`src/rtl/controle_pkg.sv`:
```
// Shared encodings for the multi-cycle MIPS control unit: states, opcodes,
// ALUOp codes and datapath mux select codes.
package controle_pkg;

  typedef enum logic [3:0] {
    FETCH     = 4'd0,
    DECODE    = 4'd1,
    MEM_ADDR  = 4'd2,
    MEM_READ  = 4'd3,
    MEM_WB    = 4'd4,
    MEM_WRITE = 4'd5,
    EXEC_R    = 4'd6,
    R_WB      = 4'd7,
    BRANCH    = 4'd8,
    JUMP      = 4'd9,
    EXEC_I    = 4'd10,
    I_WB      = 4'd11,
    JAL       = 4'd12,
    TRAP      = 4'd13
  } state_t;

  localparam logic [5:0] OP_RTYPE = 6'b000000;
  localparam logic [5:0] OP_LW    = 6'b100011;
  localparam logic [5:0] OP_SW    = 6'b101011;
  localparam logic [5:0] OP_BEQ   = 6'b000100;
  localparam logic [5:0] OP_BNE   = 6'b000101;
  localparam logic [5:0] OP_J     = 6'b000010;
  localparam logic [5:0] OP_JAL   = 6'b000011;
  localparam logic [5:0] OP_ADDI  = 6'b001000;
  localparam logic [5:0] OP_ANDI  = 6'b001100;
  localparam logic [5:0] OP_ORI   = 6'b001101;
  localparam logic [5:0] OP_SLTI  = 6'b001010;

  localparam logic [3:0] ALU_ADD   = 4'b0000;
  localparam logic [3:0] ALU_SUB   = 4'b0001;
  localparam logic [3:0] ALU_FUNCT = 4'b0010;
  localparam logic [3:0] ALU_AND   = 4'b0011;
  localparam logic [3:0] ALU_OR    = 4'b0100;
  localparam logic [3:0] ALU_SLT   = 4'b0101;

  localparam logic [1:0] MTR_ALUOUT = 2'b00;
  localparam logic [1:0] MTR_MDR    = 2'b01;
  localparam logic [1:0] MTR_PC     = 2'b10;

  localparam logic [1:0] SRCB_RT     = 2'b00;
  localparam logic [1:0] SRCB_FOUR   = 2'b01;
  localparam logic [1:0] SRCB_IMM    = 2'b10;
  localparam logic [1:0] SRCB_IMM_SH = 2'b11;

  localparam logic [1:0] PCS_ALU    = 2'b00;
  localparam logic [1:0] PCS_ALUOUT = 2'b01;
  localparam logic [1:0] PCS_JUMP   = 2'b10;

  // First execution state for each opcode; unknown opcodes land in TRAP.
  function automatic state_t dispatch(input logic [5:0] op);
    case (op)
      OP_RTYPE:                             return EXEC_R;
      OP_LW, OP_SW:                         return MEM_ADDR;
      OP_BEQ, OP_BNE:                       return BRANCH;
      OP_J:                                 return JUMP;
      OP_JAL:                               return JAL;
      OP_ADDI, OP_ANDI, OP_ORI, OP_SLTI:    return EXEC_I;
      default:                              return TRAP;
    endcase
  endfunction

endpackage

```
`src/rtl/controle_saidas.sv`:
```
// Combinational datapath control decode from state, opcode, zero and mem_ready.
// Zero latency; stalls are expressed by holding strobes while mem_ready is low.
module controle_saidas
  import controle_pkg::*;
(
  input  logic [3:0] state,
  input  logic [5:0] opcode,
  input  logic       zero,
  input  logic       mem_ready,
  output logic       pc_en,
  output logic       IorD,
  output logic       MemRead,
  output logic       MemWrite,
  output logic       IRWrite,
  output logic [1:0] MemtoReg,
  output logic       RegDst,
  output logic       selectRa,
  output logic       RegWrite,
  output logic       ALUSrcA,
  output logic [1:0] ALUSrcB,
  output logic       extendType,
  output logic [3:0] ALUOp,
  output logic [1:0] PCSource
);

  state_t st;
  assign st = state_t'(state);

  always_comb begin
    pc_en      = 1'b0;
    IorD       = 1'b0;
    MemRead    = 1'b0;
    MemWrite   = 1'b0;
    IRWrite    = 1'b0;
    MemtoReg   = MTR_ALUOUT;
    RegDst     = 1'b0;
    selectRa   = 1'b0;
    RegWrite   = 1'b0;
    ALUSrcA    = 1'b0;
    ALUSrcB    = SRCB_RT;
    extendType = 1'b0;
    ALUOp      = ALU_ADD;
    PCSource   = PCS_ALU;

    case (st)
      FETCH: begin
        MemRead = 1'b1;
        ALUSrcB = SRCB_FOUR;
        IRWrite = mem_ready;
        pc_en   = mem_ready;
      end
      DECODE: begin
        // Speculative branch target into ALUOut.
        ALUSrcB    = SRCB_IMM_SH;
        extendType = 1'b1;
      end
      MEM_ADDR: begin
        ALUSrcA    = 1'b1;
        ALUSrcB    = SRCB_IMM;
        extendType = 1'b1;
      end
      MEM_READ: begin
        IorD    = 1'b1;
        MemRead = 1'b1;
      end
      MEM_WB: begin
        RegWrite = 1'b1;
        MemtoReg = MTR_MDR;
      end
      MEM_WRITE: begin
        IorD     = 1'b1;
        MemWrite = 1'b1;
      end
      EXEC_R: begin
        ALUSrcA = 1'b1;
        ALUOp   = ALU_FUNCT;
      end
      R_WB: begin
        RegWrite = 1'b1;
        RegDst   = 1'b1;
      end
      EXEC_I: begin
        ALUSrcA = 1'b1;
        ALUSrcB = SRCB_IMM;
        case (opcode)
          OP_ANDI: begin ALUOp = ALU_AND; extendType = 1'b0; end
          OP_ORI:  begin ALUOp = ALU_OR;  extendType = 1'b0; end
          OP_SLTI: begin ALUOp = ALU_SLT; extendType = 1'b1; end
          default: begin ALUOp = ALU_ADD; extendType = 1'b1; end
        endcase
      end
      I_WB: RegWrite = 1'b1;
      BRANCH: begin
        ALUSrcA  = 1'b1;
        ALUOp    = ALU_SUB;
        PCSource = PCS_ALUOUT;
        pc_en    = (opcode == OP_BNE) ? ~zero : zero;
      end
      JUMP: begin
        PCSource = PCS_JUMP;
        pc_en    = 1'b1;
      end
      JAL: begin
        // PC still holds PC+4 here, so it is the link value.
        PCSource = PCS_JUMP;
        pc_en    = 1'b1;
        RegWrite = 1'b1;
        selectRa = 1'b1;
        MemtoReg = MTR_PC;
      end
      default: ;
    endcase
  end

endmodule

```
`src/rtl/controle_multiciclo.sv`:
```
// Multi-cycle MIPS control FSM: state register, sequencing and sticky trap flag.
// Outputs are combinational; FETCH/MEM_READ/MEM_WRITE hold until mem_ready.
module controle_multiciclo
  import controle_pkg::*;
(
  input  logic       clk,
  input  logic       rst,
  input  logic [5:0] opcode,
  input  logic       zero,
  input  logic       mem_ready,
  output logic       pc_en,
  output logic       IorD,
  output logic       MemRead,
  output logic       MemWrite,
  output logic       IRWrite,
  output logic [1:0] MemtoReg,
  output logic       RegDst,
  output logic       selectRa,
  output logic       RegWrite,
  output logic       ALUSrcA,
  output logic [1:0] ALUSrcB,
  output logic       extendType,
  output logic [3:0] ALUOp,
  output logic [1:0] PCSource,
  output logic [3:0] state,
  output logic       trap
);

  state_t state_q, state_d;
  logic   trap_q;
  logic   pc_en_c, mem_read_c, mem_write_c, ir_write_c, reg_write_c;

  always_ff @(posedge clk or posedge rst) begin
    if (rst) begin
      state_q <= FETCH;
      trap_q  <= 1'b0;
    end else begin
      state_q <= state_d;
      if (state_d == TRAP) trap_q <= 1'b1;
    end
  end

  always_comb begin
    state_d = state_q;
    case (state_q)
      FETCH:     if (mem_ready) state_d = DECODE;
      DECODE:    state_d = dispatch(opcode);
      MEM_ADDR:  state_d = (opcode == OP_SW) ? MEM_WRITE : MEM_READ;
      MEM_READ:  if (mem_ready) state_d = MEM_WB;
      MEM_WRITE: if (mem_ready) state_d = FETCH;
      EXEC_R:    state_d = R_WB;
      EXEC_I:    state_d = I_WB;
      TRAP:      state_d = TRAP;
      MEM_WB, R_WB, I_WB, BRANCH, JUMP, JAL: state_d = FETCH;
      default:   state_d = FETCH;
    endcase
  end

  controle_saidas u_saidas (
    .state      (state_q),
    .opcode     (opcode),
    .zero       (zero),
    .mem_ready  (mem_ready),
    .pc_en      (pc_en_c),
    .IorD       (IorD),
    .MemRead    (mem_read_c),
    .MemWrite   (mem_write_c),
    .IRWrite    (ir_write_c),
    .MemtoReg   (MemtoReg),
    .RegDst     (RegDst),
    .selectRa   (selectRa),
    .RegWrite   (reg_write_c),
    .ALUSrcA    (ALUSrcA),
    .ALUSrcB    (ALUSrcB),
    .extendType (extendType),
    .ALUOp      (ALUOp),
    .PCSource   (PCSource)
  );

  // Reset kills every enable immediately, even mid-access.
  assign pc_en    = pc_en_c     & ~rst;
  assign MemRead  = mem_read_c  & ~rst;
  assign MemWrite = mem_write_c & ~rst;
  assign IRWrite  = ir_write_c  & ~rst;
  assign RegWrite = reg_write_c & ~rst;
  assign state    = state_q;
  assign trap     = trap_q;

endmodule
```
`config.mk`:
```
export PLATFORM = sky130hd
export DESIGN_NAME = controle_multiciclo
export DESIGN_NICKNAME = d
export VERILOG_FILES = /design/src/rtl/controle_pkg.sv /design/src/rtl/controle_saidas.sv /design/src/rtl/controle_multiciclo.sv
export SDC_FILE = /design/constraint.sdc
export NUM_CORES = 1
export LEC_CHECK = 0
export ABC_AREA = 0
export CAP_MARGIN = 0
export CORE_MARGIN = 2
export CORE_UTILIZATION = 25
export DETAILED_ROUTE_END_ITERATION = 12
export PLACE_DENSITY = 0.52
export SLEW_MARGIN = 15
export SYNTH_ARGS = -nofsm -noshare
export SYNTH_HDL_FRONTEND = slang
export SYNTH_HIERARCHICAL = 1
export SYNTH_SLANG_ARGS = --single-unit
```
`constraint.sdc`:
```
create_clock -name clk -period 1.65 [get_ports clk]
set_clock_uncertainty 0.2 [all_clocks]
set_input_delay 0.2475 -clock clk [delete_from_list [all_inputs] [get_ports clk]]
set_output_delay 0.2475 -clock clk [all_outputs]
set_load 0.02 [all_outputs]
```
-- Word-level counts from Yosys, hierarchy flattened
Index checks and enable logic that the tools add are counted.
- muxes and demuxes: 23
- bitwise gates (word level): 7
- reduce and logical (&&, ||, !) cells: 13
- eq/ne operators: 24
- operators by type and width (kind ; count):
    one-hot mux 4 bit (8 select lines) ; 1
    == test 4 bit, second input constant ; 7
    == test 6 x 4 -> 1 bit, second input constant ; 4
    one-hot mux 4 bit (6 select lines) ; 1
    == test 4 x 3 -> 1 bit, second input constant ; 4
    OR reduction 2 bit ; 8
    == test 6 x 2 -> 1 bit, second input constant ; 2
    == test 6 x 3 -> 1 bit, second input constant ; 2
    == test 6 bit, second input constant ; 2
    two-way mux 4 bit ; 3
    one-hot mux 4 bit (3 select lines) ; 1
    OR reduction 4 bit ; 3
    two-way mux 1 bit ; 10
    one-hot mux 3 bit (3 select lines) ; 1
    == test 4 x 2 -> 1 bit, second input constant ; 2
    one-hot mux 2 bit (2 select lines) ; 2
    logical NOT 6 bit ; 1
    one-hot mux 2 bit (3 select lines) ; 1
    AND 1 bit ; 5
    == test 4 x 1 -> 1 bit, second input constant ; 1
    logical NOT 4 bit ; 1
    two-way mux 3 bit ; 1
    one-hot mux 1 bit (3 select lines) ; 1
    NOT 1 bit ; 2
    one-hot mux 1 bit (2 select lines) ; 1
- word-level logic and storage cells: 69
- register bits: 5
- output and inout bits: 25

-- Depth between registers and ports, before layout
- depth in word-level cells: 5
- mapped depth: 6

-- Hierarchy
Netlist, hierarchy kept.
- modules (own cells, without submodules) (module ; seq. area each (µm²) ; cells an instance ; area an instance (µm²) ; instances):
    controle_multiciclo ; 125.1 ; 68 ; 531.8 ; 1
    controle_saidas ; 0.0 ; 62 ; 330.3 ; 1

-- Worst setup path after synthesis
Ideal clock, no wire load.
- path kind: register to output
- start: register state_q[3] (netlist: state[3])
- end: output pc_en
- setup slack: -0.455 ns
- data arrival time: 1.658 ns
- stages on the path, launching flop included: 6
- required time: 1.202 ns
- buffers on the path: 1
- path through: dfrtp_1 -> clkbuf_1 -> nand2_1 -> a21o_1 -> a31oi_1 -> nor2b_1
- longest elaborated chain between the ends: 4
- elaborated cells on any way between the ends: 7
- classes of those cells: 3 x eq/ne; 1 x mux; 1 x bitwise; 2 x reduce/logical
- ends and longest elaborated chain (what ; line ; RTL):
    start: declaration ; controle_multiciclo.sv:29 ; state_t state_q, state_d;
    start signal: assignment ; controle_multiciclo.sv:38 ; state_q <= state_d;
    == test 4 bit ; controle_saidas.sv:45 ; case (st)
    OR reduction 2 bit (no line) ; n/a ;
    one-hot mux 1 bit (3 select lines) * ; controle_saidas.sv:45 ;
    via pc_en_c ; controle_multiciclo.sv:31 ; logic pc_en_c, mem_read_c, mem_write_c, ir_write_c, reg_write_c;
    AND 1 bit * ; controle_multiciclo.sv:81 ; assign pc_en = pc_en_c & ~rst;
    end: declaration ; controle_multiciclo.sv:11 ; output logic pc_en,
Mark *: on every way through the listed nets, which the timed path passes. The rest lies on a longest branch.

-- Final worst setup path
- start: input opcode[3]
- end: output pc_en
- longest elaborated chain between the ends: 4
- ends and longest elaborated chain (what ; line ; RTL):
    start: declaration ; controle_multiciclo.sv:8 ; input logic [5:0] opcode,
    == test 6 x 3 -> 1 bit ; controle_saidas.sv:97 ; pc_en = (opcode == OP_BNE) ? ~zero : zero;
    two-way mux 1 bit ; controle_saidas.sv:97 ;
    one-hot mux 1 bit (3 select lines) ; controle_saidas.sv:45 ;
    via pc_en_c ; controle_multiciclo.sv:31 ;
    AND 1 bit ; controle_multiciclo.sv:81 ;
The timed path passes the listed nets, and every way through them passes these cells.

==> results.py <==
metrics = {
    "cells_and_area": {
        "final_nets": 218,
        "finalInstanceArea_um2": 1940,
        "area_growth_pct": 125,
        "fin_cells": 253,
        "register_area_um2": 130,
        "multi_input_area_um2": 946,
        "fill_cells": 314,
        "antenna_cells": 0,
        "final_util_pct": 58.1,
        "drive_gt1_share_pct": 66.7,
    },
    "synth": {
        "synth_edf_count": 0,
        "synthSimpleGateAreaFrac_pct": 42.1,
        "avgSynthCellArea_um2": 6.63,
        "synth_top_area_cell": "dfrtp_1",
        "synth.most_common_cell": "nor2_1",
        "yosysWarnings": 6,
        "synth_compound_area_share_pct": 27.3,
        "synthTopCellsByArea": "dfrtp_1, nor2_1, nor2b_1",
        "synthDominantCellAreaShare_pct": 14.5,
        "ys.flop_type": "dfrtp_1",
        "syn_area_um2": 862,
        "yosys-top-cells-count": "nor2_1, nand2_1, inv_1",
        "yosysUniqueCellTypes": 45,
        "ys_seq_area_share_pct": 14.5,
        "synth_top_family_by_area": "simple AND/OR/NAND/NOR gates",
        "async_flop_share_pct": 100,
        "synth_nets": 140,
        "synth-adder-area-share_pct": 0,
        "synth_mux_area_share_pct": 2.32,
        "ys_ff_latch": 5,
        "synthXorXnorAreaFrac_pct": 3.05,
        "synth_cells": 130,
    },
    "global_route": {
        "grt_max_degree": 12,
        "overflow": 0,
        "grt_usage_pct": 16.8,
        "grt_pass1_vias": 1241,
        "grt_pass1_wl_um": 5500,
        "antenna_found_initial": 0,
    },
    "clocking": {
        "ctsHoldBuffers": 0,
        "cts_buffers": 3,
        "cts_tree": "built",
        "path_clk_slew_ns": 0.04,
        "clkLatencyLatePin_ns": 0.23,
        "clockBufferDepth": 2,
        "htree_levels": 1,
        "cts_root_buf": "clkbuf_4",
        "cts.sinks": 5,
    },
    "timing": {
        "finalWorstSetupSlack_ns": -0.371,
        "final_max_slew_viol_count": 0,
        "timing.fmax_mhz": 495,
        "finalSetupViolations": 23,
        "finalHoldViolCount": 0,
        "rsz0062_at_grt": "true",
        "hold_slack_ns": 0.213,
        "fin_crit_ns": 2.02,
        "period_share_pct": 122,
    },
    "outcome": {
        "violations": "setup timing",
        "outcome": "finished, violations left",
    },
    "routing": {
        "via_per_inst": 4.80,
        "drt_iter0_drc": 11,
        "postRouteAntennaNets": 0,
        "wl_per_cell_um": 13.0,
        "drt-pass1-iter-count": 4,
        "routed_wl_um": 3290,
        "route.detailed.drc": 0,
        "vias": 1214,
    },
    "worst_setup_path": {
        "cp.arrival_ns": 1.57,
        "start_kind": "input port",
        "rrSetupSlack_ns": -0.31,
        "required_ns": 1.20,
        "cp_max_fo": 2,
        "cp-end-kind": "output port",
        "crit_type": "input port to output port",
    },
    "floorplan": {
        "rows": 21,
        "fp.dieW_um": 62.7,
        "die_height_um": 62.7,
        "die-area_um2": 3930,
        "initial_core_util_pct": 25.8,
        "core_area_um2": 3340,
        "ioPinCount": 35,
    },
    "pwr": {
        "irDropWorstVdd_mv": 0.762,
        "powerDensity_nw_per_um2": 1660,
        "cellLeakagePower_nw": 0.853,
    },
    "flow_run": {
        "cap_violations": 0,
    },
    "place": {
        "io_buffers": 33,
        "gp_congestion": 0.808,
        "dp_hpwl_um": 2230,
        "pre_cts_slack_ns": -1.17,
        "dp_cells": 232,
        "dpl_cell_area_um2": 1530,
    },
    "worst_hold_path": {
        "hp-class": "input port to asynchronous set/reset pin",
    },
}
==> worst max-delay path: stages <==
cell and delay (ns):
buf_6 0.09, or4b_4 0.53, o21a_1 0.20, o21ai_1 0.14
a31oi_1 0.10, nor2b_4 0.14, buf_6 0.13
==> per-stage QoR <==
step | TNS, ns | total power [mW]
2_1_floorplan | -1.61 | 1.53
3_3_place_gp | -12.46 | 2.25
3_5_place_dp | -12.75 | 2.27
4_1_cts | -4.17 | 3.00
5_1_grt | -6.30 | 3.43
6_report | -4.84 | 3.22
==> report_power, final <==
group	internal, mW	switching, mW
logic	1.48	1.35
registers	0.174	0.0815
clock network	0.0912	0.0466
total	1.74	1.48
==> final cells by class <==
class	instances	share of cell area (%)
Inverter	10	2.06
Multi-Input combinational cell	107	48.8
Tap cell	46	2.97
Clock buffer	4	1.35
Sequential cell	5	6.71
Timing Repair Buffer	81	38.1
==> per-layer routing <==
metal	GRT usage (%)	wire length [µm]	vias up
li1	-	-	609
met1	18.7	1310	576
met2	32.9	1850	25
met3	2.34	95	4
met4	4.17	29	0
met5	0	0	-
==> sequential cells by signal, summed over array words and instances (netlist names) <==
signal / cells
trap: 1
state: 4
==> cells by family (layout without fill, tap and decap cells) <==
group	Yosys count	count (layout)
flip-flops	5	5
AO/OA/AOI/OAI	33	33
buffers and inverters	18	95
AND/OR/NAND/NOR	68	68
XOR/XNOR	3	3
other	1	1
multiplexers	2	2
==> placed cells by master (no fill, tap or decap), drive strengths merged, types with 3 or more instances in the layout <==
cell,count
inv,10
o22ai,3
nand2,13
buf,71
clkdlybuf4s50,3
o21ai,4
dfrtp,5
clkbuf,7
nand3,5
a21oi,7
xnor2,3
nand2b,7
nor3b,3
a31oi,3
nor3,5
nor2b,10
nor2,18
==> timing repair <==
action / CTS / global route
resized for setup: 192 / 25
pin swaps: 23 / 11
buffers inserted: 15 / 6
endpoints found under the setup margin: 29 / 27
==> final timing paths <==
check,depth (start not counted),startpoint,endpoint
worst min-delay path,3,rst,trap$_DFFE_PP0N_
max in group asynchronous,3,rst,state[1]$_DFF_PP0_
min in group clk,2,trap$_DFFE_PP0N_,trap$_DFFE_PP0N_
worst max-delay path,7,opcode[3],pc_en
worst max register to register,8,state[2]$_DFF_PP0_,trap$_DFFE_PP0N_
worst min register to register,2,trap$_DFFE_PP0N_,trap$_DFFE_PP0N_
(Power assumes the default switching activity.)
